**config.mk**
```make
export PLATFORM = sky130hd
export DESIGN_NAME = axi4l_reg_slave
export DESIGN_NICKNAME = d
export VERILOG_FILES = /design/src/rtl/axi4l_reg_slave.sv
export SDC_FILE = /design/constraint.sdc
export NUM_CORES = 1
export LEC_CHECK = 0
export ABC_AREA = 1
export BUFFER_PORTS_ARGS = -buffer_cell sky130_fd_sc_hd__buf_2
export CORE_AREA = 5 5 257 259
export DETAILED_ROUTE_END_ITERATION = 6
export DIE_AREA = 0 0 262 264
export PLACE_DENSITY = 0.84
export SYNTH_ARGS = -nofsm -noshare
export SYNTH_HDL_FRONTEND = slang
export SYNTH_SLANG_ARGS = --single-unit
export TNS_END_PERCENT = 10
```
**constraint.sdc**
```tcl
create_clock -name axi4l_aclk -period 51 [get_ports axi4l_aclk]
set_input_delay 5.1 -clock axi4l_aclk [delete_from_list [all_inputs] [get_ports axi4l_aclk]]
set_output_delay 5.1 -clock axi4l_aclk [all_outputs]
set_load 0.005 [all_outputs]
```
**src/rtl/axi4l_reg_slave.sv**
```systemverilog
// AXI4-Lite register slave: NUM_REGS x DATA_WIDTH read/write registers mirrored onto reg_out.
// Latency: write response and read data one cycle after the completing address/data handshake.
// Backpressure: one outstanding write and one outstanding read; ready drops while a response waits.
// Optional build macro AXI4L_REG_SLAVE_DECERR_EN: out-of-range accesses answer DECERR instead of OKAY.
module axi4l_reg_slave #(
   parameter int ADDR_WIDTH = 32,
   parameter int DATA_WIDTH = 32,
   parameter int NUM_REGS   = 16
) (
   input  logic                           axi4l_aclk,
   input  logic                           axi4l_arst,
   input  logic [ADDR_WIDTH-1:0]          awaddr,
   input  logic                           awvalid,
   output logic                           awready,
   input  logic [DATA_WIDTH-1:0]          wdata,
   input  logic [DATA_WIDTH/8-1:0]        wstrb,
   input  logic                           wvalid,
   output logic                           wready,
   output logic [1:0]                     bresp,
   output logic                           bvalid,
   input  logic                           bready,
   input  logic [ADDR_WIDTH-1:0]          araddr,
   input  logic                           arvalid,
   output logic                           arready,
   output logic [DATA_WIDTH-1:0]          rdata,
   output logic [1:0]                     rresp,
   output logic                           rvalid,
   input  logic                           rready,
   output logic [NUM_REGS*DATA_WIDTH-1:0] reg_out,
   output logic [NUM_REGS-1:0]            reg_wr
);

   localparam int STRB_W   = DATA_WIDTH / 8;
   localparam int ADDR_LSB = $clog2(STRB_W);
   localparam int IDX_W    = ADDR_WIDTH - ADDR_LSB;

   localparam logic [1:0] RESP_OKAY = 2'b00;
`ifdef AXI4L_REG_SLAVE_DECERR_EN
   localparam logic [1:0] RESP_OOR  = 2'b11;
`else
   localparam logic [1:0] RESP_OOR  = 2'b00;
`endif

   typedef enum logic {W_IDLE, W_RESP} wstate_t;
   typedef enum logic {R_IDLE, R_DATA} rstate_t;

   wstate_t r_wstate, w_wstate_nxt;
   rstate_t r_rstate, w_rstate_nxt;

   logic                  r_aw_held;
   logic                  r_w_held;
   logic [IDX_W-1:0]      r_awidx;
   logic [DATA_WIDTH-1:0] r_wdata;
   logic [STRB_W-1:0]     r_wstrb;
   logic [DATA_WIDTH-1:0] r_regs [NUM_REGS];
   logic [NUM_REGS-1:0]   r_reg_wr;
   logic [1:0]            r_bresp;
   logic [1:0]            r_rresp;
   logic [DATA_WIDTH-1:0] r_rdata;

   logic                  w_aw_fire;
   logic                  w_w_fire;
   logic                  w_ar_fire;
   logic                  w_commit;
   logic [IDX_W-1:0]      w_awidx;
   logic [IDX_W-1:0]      w_widx;
   logic [DATA_WIDTH-1:0] w_cm_data;
   logic [STRB_W-1:0]     w_cm_strb;
   logic                  w_wr_in;
   logic [IDX_W-1:0]      w_ridx;
   logic                  w_rd_in;
   logic [DATA_WIDTH-1:0] w_rd_mux;
   logic                  w_unused_addr_lsb;

   // Byte-offset bits never select anything; fold them away explicitly.
   assign w_unused_addr_lsb = ^{awaddr[ADDR_LSB-1:0], araddr[ADDR_LSB-1:0]};

   assign bvalid  = (r_wstate == W_RESP);
   assign rvalid  = (r_rstate == R_DATA);
   assign awready = !r_aw_held && !bvalid;
   assign wready  = !r_w_held && !bvalid;
   assign arready = !rvalid;
   assign bresp   = r_bresp;
   assign rresp   = r_rresp;
   assign rdata   = r_rdata;
   assign reg_wr  = r_reg_wr;

   assign w_aw_fire = awvalid && awready;
   assign w_w_fire  = wvalid && wready;
   assign w_ar_fire = arvalid && arready;

   // A write commits on the edge where both halves are available, held or arriving now.
   assign w_commit  = (r_aw_held || w_aw_fire) && (r_w_held || w_w_fire);
   assign w_awidx   = awaddr[ADDR_WIDTH-1:ADDR_LSB];
   assign w_widx    = r_aw_held ? r_awidx : w_awidx;
   assign w_cm_data = r_w_held ? r_wdata : wdata;
   assign w_cm_strb = r_w_held ? r_wstrb : wstrb;
   assign w_wr_in   = (w_widx < IDX_W'(NUM_REGS));

   assign w_ridx    = araddr[ADDR_WIDTH-1:ADDR_LSB];
   assign w_rd_in   = (w_ridx < IDX_W'(NUM_REGS));

   // Flatten the register file onto the fabric-facing bus.
   genvar g;
   generate
      for (g = 0; g < NUM_REGS; g++) begin : g_reg_out
         assign reg_out[g*DATA_WIDTH +: DATA_WIDTH] = r_regs[g];
      end
   endgenerate

   // Read-data mux; out-of-range indices fall through to zero.
   always_comb begin
      w_rd_mux = '0;
      for (int i = 0; i < NUM_REGS; i++) begin
         if (w_ridx == IDX_W'(i)) begin
            w_rd_mux = r_regs[i];
         end
      end
   end

   // Write and read channel state registers.
   always_ff @(posedge axi4l_aclk or posedge axi4l_arst) begin
      if (axi4l_arst) begin
         r_wstate <= W_IDLE;
         r_rstate <= R_IDLE;
      end else begin
         r_wstate <= w_wstate_nxt;
         r_rstate <= w_rstate_nxt;
      end
   end

   // Next-state logic for both channels.
   always_comb begin
      w_wstate_nxt = r_wstate;
      w_rstate_nxt = r_rstate;
      case (r_wstate)
         W_IDLE:  if (w_commit) w_wstate_nxt = W_RESP;
         W_RESP:  if (bready)   w_wstate_nxt = W_IDLE;
         default: w_wstate_nxt = W_IDLE;
      endcase
      case (r_rstate)
         R_IDLE:  if (w_ar_fire) w_rstate_nxt = R_DATA;
         R_DATA:  if (rready)    w_rstate_nxt = R_IDLE;
         default: w_rstate_nxt = R_IDLE;
      endcase
   end

   // Capture AW and W independently and hold them until the pair is complete.
   always_ff @(posedge axi4l_aclk or posedge axi4l_arst) begin
      if (axi4l_arst) begin
         r_aw_held <= 1'b0;
         r_w_held  <= 1'b0;
         r_awidx   <= '0;
         r_wdata   <= '0;
         r_wstrb   <= '0;
      end else if (w_commit) begin
         r_aw_held <= 1'b0;
         r_w_held  <= 1'b0;
      end else begin
         if (w_aw_fire) begin
            r_aw_held <= 1'b1;
            r_awidx   <= w_awidx;
         end
         if (w_w_fire) begin
            r_w_held <= 1'b1;
            r_wdata  <= wdata;
            r_wstrb  <= wstrb;
         end
      end
   end

   // Register file update with byte strobes and a one-cycle write pulse.
   always_ff @(posedge axi4l_aclk or posedge axi4l_arst) begin
      if (axi4l_arst) begin
         for (int i = 0; i < NUM_REGS; i++) begin
            r_regs[i] <= '0;
         end
         r_reg_wr <= '0;
      end else begin
         r_reg_wr <= '0;
         if (w_commit && w_wr_in) begin
            for (int i = 0; i < NUM_REGS; i++) begin
               if (w_widx == IDX_W'(i)) begin
                  r_reg_wr[i] <= 1'b1;
                  for (int b = 0; b < STRB_W; b++) begin
                     if (w_cm_strb[b]) begin
                        r_regs[i][8*b +: 8] <= w_cm_data[8*b +: 8];
                     end
                  end
               end
            end
         end
      end
   end

   // Write response code, fixed at commit and held until accepted.
   always_ff @(posedge axi4l_aclk or posedge axi4l_arst) begin
      if (axi4l_arst) begin
         r_bresp <= RESP_OKAY;
      end else if (w_commit) begin
         r_bresp <= w_wr_in ? RESP_OKAY : RESP_OOR;
      end
   end

   // Read data and response, sampled at the AR handshake from pre-write register contents.
   always_ff @(posedge axi4l_aclk or posedge axi4l_arst) begin
      if (axi4l_arst) begin
         r_rdata <= '0;
         r_rresp <= RESP_OKAY;
      end else if (w_ar_fire) begin
         r_rdata <= w_rd_mux;
         r_rresp <= w_rd_in ? RESP_OKAY : RESP_OOR;
      end
   end

endmodule

```
* Yosys cells after proc, flatten, opt, wreduce, memory -nomap -nowiden *
Cells that the tools add are included.

word-level totals
  bits in registers = 630
  input bits = 107
  output and inout port bits = 569
  word-level logic and storage cells = 236

operators by class
  order comparisons = 1
  eq/ne operators = 30
  multiplexer cells = 46
  bitwise operators = 3
  reductions and logical operators = 83

operators with widths
  operator                                               number
  2-to-1 mux 32 bit                                      17
  equality test 30 x 4 -> 1 bit (second input constant)  16
  equality test 30 x 3 -> 1 bit (second input constant)  8
  AND reduction 3 bit                                    64
  equality test 30 x 2 -> 1 bit (second input constant)  4
  equality test 30 x 1 -> 1 bit (second input constant)  2
  logical NOT 30 bit                                     2
  < comparator 30 x 5 -> 1 bit (second input constant)   1
  2-to-1 mux 30 bit                                      1
  2-to-1 mux 1 bit                                       24
  2-to-1 mux 16 bit                                      1
  logical AND 1 bit                                      7
  logical NOT 1 bit                                      4
  2-to-1 mux 4 bit                                       1
  case mux 1 bit (2 select lines)                        2
  AND reduction 2 bit                                    2
  nonzero test 2 bit                                     2
  inverter 1 bit                                         3
  logical OR 1 bit                                       2

* Longest topological paths before layout *
  depth in word-level cells = 17
  depth in mapped cells = 17
  depth with buffers taken out = 15

* Worst setup path before layout *
No wires, ideal clock.

  path kind = input -> register
  from = in awaddr[26]
  to = reg r_regs, in the netlist reg_out[464]
  library setup time = 0.118 ns
  data arrival time = 7.018 ns
  data required time = 50.882 ns
  slack = 43.864 ns
  cell stages on the path = 14
  buffers on the path = 2
  cells stage by stage = inv_1 > nor2_1 > a211oi_1 > nand2_1 > nor2_1 > nand4_1 > nor4b_2 > nand2_1 > buf_6 > nor2_2 > buf_2 > nor2_1 > a21oi_1 > inv_1

between the ends
  cells in the longest elaborated chain, start to end = 4
  elaborated cells between the ends (all ways) = 5
  classes of those cells = order compare (1); eq/ne (1); mux (1); reduce/logical (2)

RTL lines
  what                                    RTL line  RTL
  start: declaration                      12        input logic [ADDR_WIDTH-1:0] awaddr,
  2-to-1 mux 30 bit *                     95        assign w_widx = r_aw_held ? r_awidx : w_awidx;
  < comparator 30 x 5 -> 1 bit            98        assign w_wr_in = (w_widx < IDX_W'(NUM_REGS));
  logical AND 1 bit                       181       if (w_commit && w_wr_in) begin
  AND reduction 3 bit (no source line) *  -
  end signal: indexed assignment          187       r_regs[i][8*b +: 8] <= w_cm_data[8*b +: 8];
  end: declaration                        55        logic [DATA_WIDTH-1:0] r_regs [NUM_REGS];

Mark *: on every way between the ends. The rest lies on a longest branch, timed or not.
A chain may end at the register's enable or synchronous reset.

* Final worst setup path *
  from = in araddr[19]
  to = reg r_rdata[4] (netlist: rdata[4])

between the ends
  cells in the longest elaborated chain, start to end = 17
  elaborated cells between the ends (all ways) = 32
  classes of those cells = eq/ne (15); mux (16); reduce/logical (1)

RTL lines
  what                              RTL line  RTL
  start: declaration                22        input logic [ADDR_WIDTH-1:0] araddr,
  logical NOT 30 bit                115       if (w_ridx == IDX_W'(i)) begin
  2-to-1 mux 32 bit (15 in series)  115
  2-to-1 mux 32 bit *               115
  end signal: assignment            211       r_rdata <= w_rd_mux;
  end: declaration                  59        logic [DATA_WIDTH-1:0] r_rdata;

Marks and branches as above.

==> impl_metrics.csv <==
group,metric,value,unit
run_status,status,"complete, but fails checks",
run_status,violations,"DRC",
clock_tree,cts_resized,0,
clock_tree,cts_setup_buffers,0,
synthesis,ys_ff_latch,630,
setup_path,cp-end-kind,"flop",
power_and_ir_drop,ir_drop,0.00004965,V
global_route,grt_usage,0.3304,
floorplanning,dieArea,0.06917,mm^2
power_and_ir_drop,power_density,32.95,mW/mm^2
sta,rsz0062_at_grt,"no",
setup_path,timing.rr.start,"r_aw_held",
sta,fin_ws,42020,ps
synthesis,yosysSeqAreaShare,0.5014,
route,first_pass_iters,7,
floorplanning,start_util,0.4940,
clock_tree,cts_made_buffers,70,
sta,fin_skew,33.87,ps
clock_tree,cts_htree_levels,3,
global_route,grt_max_degree,176,
setup_path,reg2reg_to,"reg_out[142]",
floorplanning,die_h,264,um
sta,slew_viol_final,0,
clock_tree,cts_tree,"yes",
placed_design,portBuffers,667,
setup_path,r2r_slack,46240,ps
sta,setup_viol,0,
synthesis,synth-warning-count,0,
setup_path,arrival,9520,ps
sta,worstMarginPinSlew,1307,ps
sta,fmax,111.4,MHz
cells_and_area,area_growth,20.68,%
clock_tree,cts_sinks,630,
floorplanning,die_width,262,um
route,dr.first_iter.drc_count,3735,
setup_path,ff2ff_path_depth,14,
floorplanning,rows,93,
clock_tree,holdBufCountCts,0,
global_route,overflow,0,
cells_and_area,fin_nets,5001,
cells_and_area,final_common_cell,"inv_1",
route,routedWlPerCell,20.44,um
route,wl,118800,um
floorplanning,coreArea,0.06365,mm^2
route,detail-route-antenna-nets,0,
synthesis,synth.cell_area,0.03145,mm^2
route,vias,30750,
hold_path,whs_endpoint,"rdata[25]",
cells_and_area,drive_above_1_share,0.1878,
synthesis,avgSynthCellArea,7.315,um^2
sta,min_period,8976,ps
route,drc,8,
setup_path,required,51550,ps
placed_design,place_hpwl,83760,um
sta,setup_tns,0,ps
flow_run,cap_violations,0,
setup_path,cp-start-kind,"input pin",
synthesis,netlist_instances,4299,
sta,post-route-period-util,0.1760,
setup_path,criticalPathCategory,"in -> reg",
clock_tree,clk_pin_slew_worst_paths,60,ps
setup_path,path_max_fanout,36,
route,vias_per_cell,5.293,
placed_design,place_ws,41600,ps
cells_and_area,final_cell_mix,"1118 x inv_1, 790 x nor2_1, 667 x buf_2, 629 x dfrtp_1, 528 x nand2_1",
synthesis,synthDistinctLibCells,31,
hold_path,min_path_type,"reg -> reg",
sta,slew_headroom,0.1212,
power_and_ir_drop,cellLeakagePower,0.01939,uW
clock_tree,clock-root-buffer,"clkbuf_16",
hold_path,hp-start,"rdata[25]",
global_route,grt_pass1_vias,28620,
floorplanning,pin_count,676,
clock_tree,clockBufferDepth,3,
hold_path,hold_depth,2,
clock_tree,clk_latency,630,ps
cells_and_area,num-fill-cells,5424,
global_route,antenna_found_initial,9,
global_route,grt_first_pass_wirelength,173900,um
placed_design,gp_congestion,0.9518,
sta,finalHoldViolations,0,
## metal layers
metal	wire length (um)	track usage	part of all wire	up-vias
met5	30	0	0.00025	-
met4	8916	0.2038	0.075	6
met3	14090	0.08860	0.12	494
met2	52740	0.5078	0.44	2012
met1	42970	0.4163	0.36	14160
li1	-	-	-	14080
## layout make-up
class | instances | area, um^2 | share of cell area
diodes | 6 | 15.01 | 0.0003956
clock buffers | 94 | 1993 | 0.05252
clock inverters | 32 | 411.6 | 0.01085
inverters | 1121 | 4215 | 0.1111
multi-input cells | 2348 | 10700 | 0.2821
flip-flops and latches | 630 | 15770 | 0.4155
well taps | 855 | 1070 | 0.02819
repair buffers | 723 | 3771 | 0.09937
## stage by stage
stage	area, um^2	hold WS, ps	utilization	std cells	power, uW
after floorplan	31460	452.9	-	4302	656.2
final	37950	476.5	0.5962	5809	1251
after detailed placement	35530	460.4	0.5582	5677	721.5
after global routing	37940	489.4	0.5961	5807	1293
after CTS	37930	476.9	0.5960	5803	1251
after global placement	35530	458.5	0.5582	5677	715.6
## synth_stat cells (all sizes together)
master / number / area share
nor4b: 2 / 0.0012
and2: 2 / 0.00040
conb: 1 / 0.00012
buf: 83 / 0.015
or2: 4 / 0.00080
inv: 1121 / 0.13
nor4: 9 / 0.0018
a211oi: 3 / 0.00072
a21oi: 514 / 0.082
o31ai: 2 / 0.00048
mux2i: 1 / 0.00032
mux2: 11 / 0.0039
o21ai: 98 / 0.016
clkbuf: 120 / 0.014
o2111ai: 5 / 0.0014
dfrtp: 630 / 0.50
nor3b: 2 / 0.00048
nand3: 168 / 0.027
nand4: 135 / 0.027
nand2: 530 / 0.063
nor3: 22 / 0.0035
nor2: 835 / 0.11
o41ai: 1 / 0.00028
## power by group
part / leakage (uW) / internal [uW] / total (uW) / switching, uW
Clock: 0.00118 / 313 / 533 / 220
Combinational: 0.0122 / 42.7 / 173 / 130
Sequential: 0.00602 / 526 / 544 / 18.4
Total: 0.0194 / 882 / 1250 / 369
## registers in the layout, summed over array words and instances (netlist names)
name,count
bvalid,1
r_aw_held,1
r_awidx,30
r_w_held,1
r_wdata,32
r_wstrb,4
rdata,32
reg_out,512
reg_wr,16
rvalid,1
## worst max-delay path, stage by stage
cell and delay [ps]:
buf_2 100, inv_1 170, nand2_1 70, nor2_1 190, nand2_1 440, nor2_4 770
buf_4 500, nand4_1 690, buf_4 520, nor2_1 200, nor2_1 70, nand4_1 110
nor2_1 50, nand4_1 120, nor2_1 80, nand4_1 90, nand2_1 100, nand2_1 120
## worst max-delay path by stage
stage / start / end / slack (ps) / cells past startpoint
detailed placement: araddr[19] / rdata[4] / 41600 / 18
global route: araddr[30] / rdata[3] / 41850 / 16
finish: araddr[19] / rdata[4] / 42020 / 18
floorplan: axi4l_arst / bvalid / 28250 / 1
CTS: araddr[19] / rdata[4] / 42250 / 18
global placement: araddr[19] / rdata[4] / 41620 / 18
## cell families (layout without fill, tap and decap cells)
| kind of cell | count (synthesis) | after routing | synth area share |
|---|---|---|---|
| flip-flops | 630 | 630 | 0.5014 |
| other | 1 | 10 | 0.0001193 |
| buffers and inverters | 1324 | 1970 | 0.1634 |
| multiplexers | 12 | 12 | 0.004258 |
| AO/OA/AOI/OAI | 623 | 623 | 0.1003 |
| AND/OR/NAND/NOR | 1709 | 1709 | 0.2306 |
(Power assumes the default switching activity.)
